`src/rtl/pipe_stage_buf.sv`:
```
// pipe_stage_buf: elastic valid/ready circular buffer between pipeline stages, with synchronous flush.
module pipe_stage_buf #(
    parameter int WIDTH          = 32,
    parameter int DEPTH          = 2,
    parameter bit CLEAR_ON_FLUSH = 1'b1
) (
    input  logic                       CLK,
    input  logic                       nRST,
    input  logic                       flush,
    input  logic                       in_valid,
    output logic                       in_ready,
    input  logic [WIDTH-1:0]           in_data,
    output logic                       out_valid,
    input  logic                       out_ready,
    output logic [WIDTH-1:0]           out_data,
    output logic [$clog2(DEPTH+1)-1:0] count
);
    localparam int CW = $clog2(DEPTH + 1);
    localparam int PW = (DEPTH > 1) ? $clog2(DEPTH) : 1;
    logic [WIDTH-1:0] mem_q [DEPTH];
    logic [PW-1:0]    wp_q, wp_d, rp_q, rp_d;
    logic [CW-1:0]    count_q, count_d;
    logic             push, pop;
    assign in_ready  = count_q != CW'(DEPTH);
    assign out_valid = count_q != '0;
    assign out_data  = mem_q[rp_q];
    assign count     = count_q;
    assign push      = in_valid & in_ready & ~flush;
    assign pop       = out_valid & out_ready & ~flush;
    always_comb begin
        wp_d    = push ? ((wp_q == PW'(DEPTH - 1)) ? '0 : wp_q + 1'b1) : wp_q;
        rp_d    = pop ? ((rp_q == PW'(DEPTH - 1)) ? '0 : rp_q + 1'b1) : rp_q;
        count_d = (push & ~pop) ? count_q + 1'b1 : (pop & ~push) ? count_q - 1'b1 : count_q;
    end
    always_ff @(posedge CLK or negedge nRST) begin
        if (!nRST) begin
            wp_q    <= '0;
            rp_q    <= '0;
            count_q <= '0;
            for (int i = 0; i < DEPTH; i++) mem_q[i] <= '0;
        end else if (flush) begin
            wp_q    <= '0;
            rp_q    <= '0;
            count_q <= '0;
            if (CLEAR_ON_FLUSH)
                for (int i = 0; i < DEPTH; i++) mem_q[i] <= '0;
        end else begin
            wp_q    <= wp_d;
            rp_q    <= rp_d;
            count_q <= count_d;
            if (push) mem_q[wp_q] <= in_data;
        end
    end
endmodule

```
`config.mk`:
```
export PLATFORM = sky130hd
export DESIGN_NAME = pipe_stage_buf
export DESIGN_NICKNAME = d
export VERILOG_FILES = /design/src/rtl/pipe_stage_buf.sv
export SDC_FILE = /design/constraint.sdc
export NUM_CORES = 1
export LEC_CHECK = 0
export CAP_MARGIN = 10
export CORE_MARGIN = 4
export CORE_UTILIZATION = 56
export DETAILED_ROUTE_END_ITERATION = 16
export PLACE_DENSITY = 0.94
export REMOVE_ABC_BUFFERS = 1
export SLEW_MARGIN = 10
export SYNTH_ARGS = -nofsm -noshare
export SYNTH_HDL_FRONTEND = slang
export SYNTH_SLANG_ARGS = --single-unit
```
`constraint.sdc`:
```
create_clock -name CLK -period 2.6 [get_ports CLK]
set_clock_uncertainty 0.15 [all_clocks]
set_input_delay 0.26 -clock CLK [delete_from_list [all_inputs] [get_ports CLK]]
set_output_delay 0.26 -clock CLK [all_outputs]
set_load 0.005 [all_outputs]
```
# Word-level counts from Yosys, hierarchy flattened
# Cells that the tools add are included.
dict set report op_classes {
  add_sub_neg 4
  magnitude_cmp 3
  muxes 17
  n_eq_ne 1
  reduce_logical 5
  bitwise 11
}
# cell n
set ops {}
lappend ops {{32-bit two-way mux} 4}
lappend ops {{64-bit two-way mux} 2}
lappend ops {{64-bit bitwise mux} 1}
lappend ops {{32-bit demux with 1-bit select} 1}
lappend ops {{1-bit bitwise AND} 6}
lappend ops {{1-bit two-way mux} 6}
lappend ops {{2-bit two-way mux} 3}
lappend ops {{2-bit nonzero test} 3}
lappend ops {{2-bit greater-or-equal comparator (second input constant)} 2}
lappend ops {{1-bit NOT with 2-bit output} 2}
lappend ops {{1-bit NOT} 3}
lappend ops {{3-bit nonzero test} 1}
lappend ops {{1-bit adder (second input constant)} 2}
lappend ops {{2-bit by 1-bit adder with 2-bit output (second input constant)} 1}
lappend ops {{2-bit by 1-bit less-than comparator with 1-bit output (second input constant)} 1}
lappend ops {{2-bit inequality test (second input constant)} 1}
lappend ops {{2-bit by 1-bit subtractor with 2-bit output (second input constant)} 1}
lappend ops {{1-bit logical AND} 1}
dict set report totals {
  register_bits 68
  output_inout_bits 36
  in_bits 37
}

# Longest topological paths before layout
dict set report depth {
  depth_word 8
  ltp_mapped 6
}

# Least setup slack after synthesis
# Ideal clock, no wire load.
dict set report synth_timing {
  path_type {register -> register}
  startpoint {register count_q[0] (netlist: count[0])}
  endpoint {register mem_q[10] in the netlist's numbering}
  setup_time_ns 0.123
  stages_incl_launch_ff 7
  t_arrival_ns 1.243
  n_path_buf 2
  slack_ns 1.084
  path_cell_list {dfrtp_1 nor2b_4 inv_2 and3_4 buf_6 buf_12 mux2i_1}
}
dict set report synth_via {
  elab_chain_len 4
}
# element line
set synth_lines {}
lappend synth_lines {{from (decl)} 22} ;# logic [CW-1:0] count_q, count_d;
lappend synth_lines {{from (signal assigned)} 50} ;# count_q <= count_d;
lappend synth_lines {{2-bit inequality test} 24} ;# assign in_ready = count_q != CW'(DEPTH);
lappend synth_lines {{named net in_ready} 11} ;# output logic in_ready,
lappend synth_lines {{1-bit bitwise AND (2 in a row)} 28} ;# assign push = in_valid & in_ready & ~flush;
lappend synth_lines {{2-bit nonzero test (no source line)} n/a}
lappend synth_lines {{to (signal, indexed assignment)} 51} ;# if (push) mem_q[wp_q] <= in_data;
lappend synth_lines {{to (decl)} 20} ;# logic [WIDTH-1:0] mem_q [DEPTH];
# The timed path passes the listed nets, and every way through them passes these cells.
# A chain may end at the register's enable or synchronous reset.

# Worst setup path in the final report
dict set report layout_timing {
  startpoint {register rp_q}
  endpoint {output out_data[17]}
}
dict set report layout_via {
  elab_chain_len 4
}
# element line
set layout_lines {}
lappend layout_lines {{from (decl)} 21} ;# logic [PW-1:0] wp_q, wp_d, rp_q, rp_d;
lappend layout_lines {{from (signal assigned)} 49} ;# rp_q <= rp_d;
lappend layout_lines {{1-bit NOT with 2-bit output (implied by the code)} 26} ;# assign out_data = mem_q[rp_q];
lappend layout_lines {{32-bit two-way mux (implied by the code) (3 in a row)} 26}
lappend layout_lines {{to (decl)} 15} ;# output logic [WIDTH-1:0] out_data,
# Every way passes these cells. The select of a mux whose other input is x is not followed.

==> results.md <==
- Switch share: about a quarter
- NetSw: a little over 0.0006 W
- Site Rows: 28
- Post-synth top area share: a little under half
- Top FF cell, synth: dfrtp_1
- GR Util met1: 28.04%
- Largest cells by area after synthesis: dfrtp_1 47%, nand2b_1 12%, mux2_2 10%, mux2i_1 8.9%, o21ai_0 8.9%
- Post-DP HPWL: ~5.0 mm
- Required @ worst endpoint: 2.19 ns
- Routed WL: about 8 mm
- Number of vias in the routed layout: 2672
- Synth warnings: 0
- Final #Nets: approximately 450
- Root buf cell: clkbuf_8
- Hold Startpoint: flush
- Clk pwr share: 37.4%
- First-pass GRT wire length: 13.21 mm
- Total CTS buffers: 9
- Hold crit path type: input pin to register
- Worst vdd ir: 0.3317 mV
- CP startpoint kind: register
- Synth-to-layout area growth: 27.32%
- Via density: 5.475
- Crit path arrival time: ~1.8 ns
- Count leader, synth: dfrtp_1
- Wire length per cell: 15.92 um
- CP max stage delay: about 0.45 ns
- Die X: between 80 and 90 um
- Clock sinks: between 60 and 70
- Total GRT Usage: about 22%
- Relative slew slack: around three fifths
- Max-slew violations: 0
- Measured slew at the worst slew-check pin: roughly 0.63 ns
- Final setup vio count: 0
- Die Y: between 80 and 90 um
- Worst Path Max Fanout: 21
- TritonRoute pass-1 iters: 4
- Slowest cell on the critical path: clkdlybuf4s50_1
- Leakage power: approximately 2.0 nW
- Fmax achieved: between 400 and 500 MHz
- Pin count of the biggest net entering global routing: 101
- Worst r2r src: wp_q$_DFFE_PN0P_
- Commonest cells post-synth: 68 x dfrtp_1, 66 x nand2b_1, 64 x o21ai_0
- Final WS setup: 0.3514 ns
- Post-CTS Setup Bufs: 0
- Antenna violations before repair: 0
- Core footprint: roughly 6100 um^2
- Pwr dens: 549.0 nW/um^2
- Longest Clk Path Bufs: 2
- Pre-CTS setup slack: about 0.56 ns
- Power, Total: ~0.0025 W
- Synth unique cells: 26
- CP Capture Type: output pin
- Worst-path cell chain: buf_4, mux2_2, clkdlybuf4s50_1
- GR Util met2: between 30% and 40%
- CTS H-tree depth: 3
- DP Area: 4334 um^2
- 1st-iter DRT viols: roughly 190
- Fraction of layout cells with a size suffix above 1: between 10% and 20%
- #FFs+latches synth: between 60 and 70
- Starting Density: between 50 and 60%
- Setup tns final: 0 ns
- Syn_area_per_cell: 10.49 um^2
- Worst skew pair latency: between 0.3 and 0.4 ns
- Flop pwr share: a little under half
- Clock slew at reported path FFs: around 0.07 ns
- Tmin final: around 2.2 ns
- Gr ovfl total: 0
- Comb pwr share: roughly 17%
- Residual DRC: 0
- Final Hold Viols: 0
- Fillers: between 400 and 500
- Post-Syn Area: 3586 um^2
- Number of global-route vias before repair: 2842
- Post-CTS resize count: 0
- CP startpoint: rp_q$_DFFE_PN0P_
- Syn Inst Count: approximately 340
- CP Class: register to output pin
- Total die area: just under 8000 um^2
- Cell area after layout: approximately 4600 um^2
- Async SR Flop Fraction: 100.0%
- Max_cap viols: 0
- IO buf count: between 70 and 80
- Antenna viol nets, final: 0
- Boundary Pins: 73
- M3 GR Usage: under 10%
- Post-synth EDFFs: 0
- Cell-internal power: roughly 0.0019 W
- CTS tree: built
- RSZ-0062 raised after global routing: false
- Routability cong.: around 0.77
- Grt peak-use layer: met2
- Tcrit/Tclk final: roughly 86%
- Synth area leader: dfrtp_1
- Register area share after synthesis: a little under half
- # diodes: 0
- Status: complete, no violations
[per-layer routing]
metal	part of all wire (%)	up-vias	wire length, um
met1	43	1296	3378
met3	5.2	16	406
li1	-	1282	-
met4	2.1	0	161
met5	0	-	0
met2	49	78	3823
[path summary, 6_finish.rpt]
path,slack (ns),endpoint,cells past startpoint
min in group asynchronous,0.32,mem_q[50]$_DFFE_PN0P_,2
max in group asynchronous,1.22,mem_q[38]$_DFFE_PN0P_,3
min reg2reg,0.39,mem_q[3]$_DFFE_PN0P_,2
max reg2reg,0.91,mem_q[58]$_DFFE_PN0P_,5
min,0.29,rp_q$_DFFE_PN0P_,3
max,0.35,out_data[17],3
[worst max-delay path, delay by kind of cell, from the launching register on]
kind     cells  cell delay (ns)
flops        1             0.35
buf+inv      2             0.76
mux          1             0.39
[final cells by class]
class | count | area, um^2 | area share [%]
clock inverter | 3 | 42.54 | 0.9318
timing repair buffer | 83 | 808.3 | 17.70
sequential | 68 | 1702 | 37.27
inverter | 2 | 7.507 | 0.1644
multi-input combinational | 244 | 1733 | 37.96
tap | 75 | 93.84 | 2.055
clock buffer | 13 | 178.9 | 3.919
[sequential cells by signal, indices dropped and copies added, names as in the netlist]
name   count
wp_q       1
rp_q       1
mem_q     64
count      2
[repair_timing]
item                                   4_1_cts  5_1_grt
hold buffers                                 1        0
setup endpoints to repair                    0        0
endpoints found under the hold margin       26        0
[power groups by stage]
stage          logic, W  registers [W]  clock network, W
3_5_place_dp   0.000426        0.00116                 0
3_3_place_gp   0.000418        0.00116                 0
6_report       0.000425        0.00114          0.000938
5_1_grt        0.000466        0.00115           0.00101
2_1_floorplan  0.000181        0.00117                 0
4_1_cts        0.000431        0.00114          0.000952
[through the flow]
step	hold slack [ns]	std cells	utilization, %
3_5_place_dp	0.1630	471	71.51
3_3_place_gp	0.1591	471	71.51
6_report	0.2938	488	75.33
4_1_cts	0.2685	488	75.33
5_1_grt	0.3016	488	75.33
2_1_floorplan	-0.1856	314	-
[kinds of logic (layout without fill, tap and decap cells)]
kind of cell | Yosys count | count (layout) | synth area share, %
and+or+nand+nor | 108 | 108 | 19.05
xor gates and xnor gates | 1 | 1 | 0.2443
AOI/OAI and AO/OA | 71 | 71 | 10.05
buffers and inverters | 30 | 101 | 4.222
muxes | 64 | 64 | 18.98
DFF | 68 | 68 | 47.45
[placed cells by master (no fill, tap or decap), drive strengths merged]
cell type,Yosys,final
a21oi,2,2
a2bb2oi,1,1
a31oi,1,1
and3,1,1
buf,7,12
bufinv,0,1
clkbuf,21,13
clkdlybuf4s50,0,70
clkinv,0,1
clkinvlp,0,1
dfrtp,68,68
dlygate4sd3,0,1
inv,2,2
mux2,32,32
mux2i,32,32
nand2,1,1
nand2b,66,66
nand3,2,2
nand3b,1,1
nor2,2,2
nor2b,33,33
o21ai,67,67
or2,1,1
or4b,1,1
xor2,1,1
Note: power is estimated with default switching activity, not from simulation.
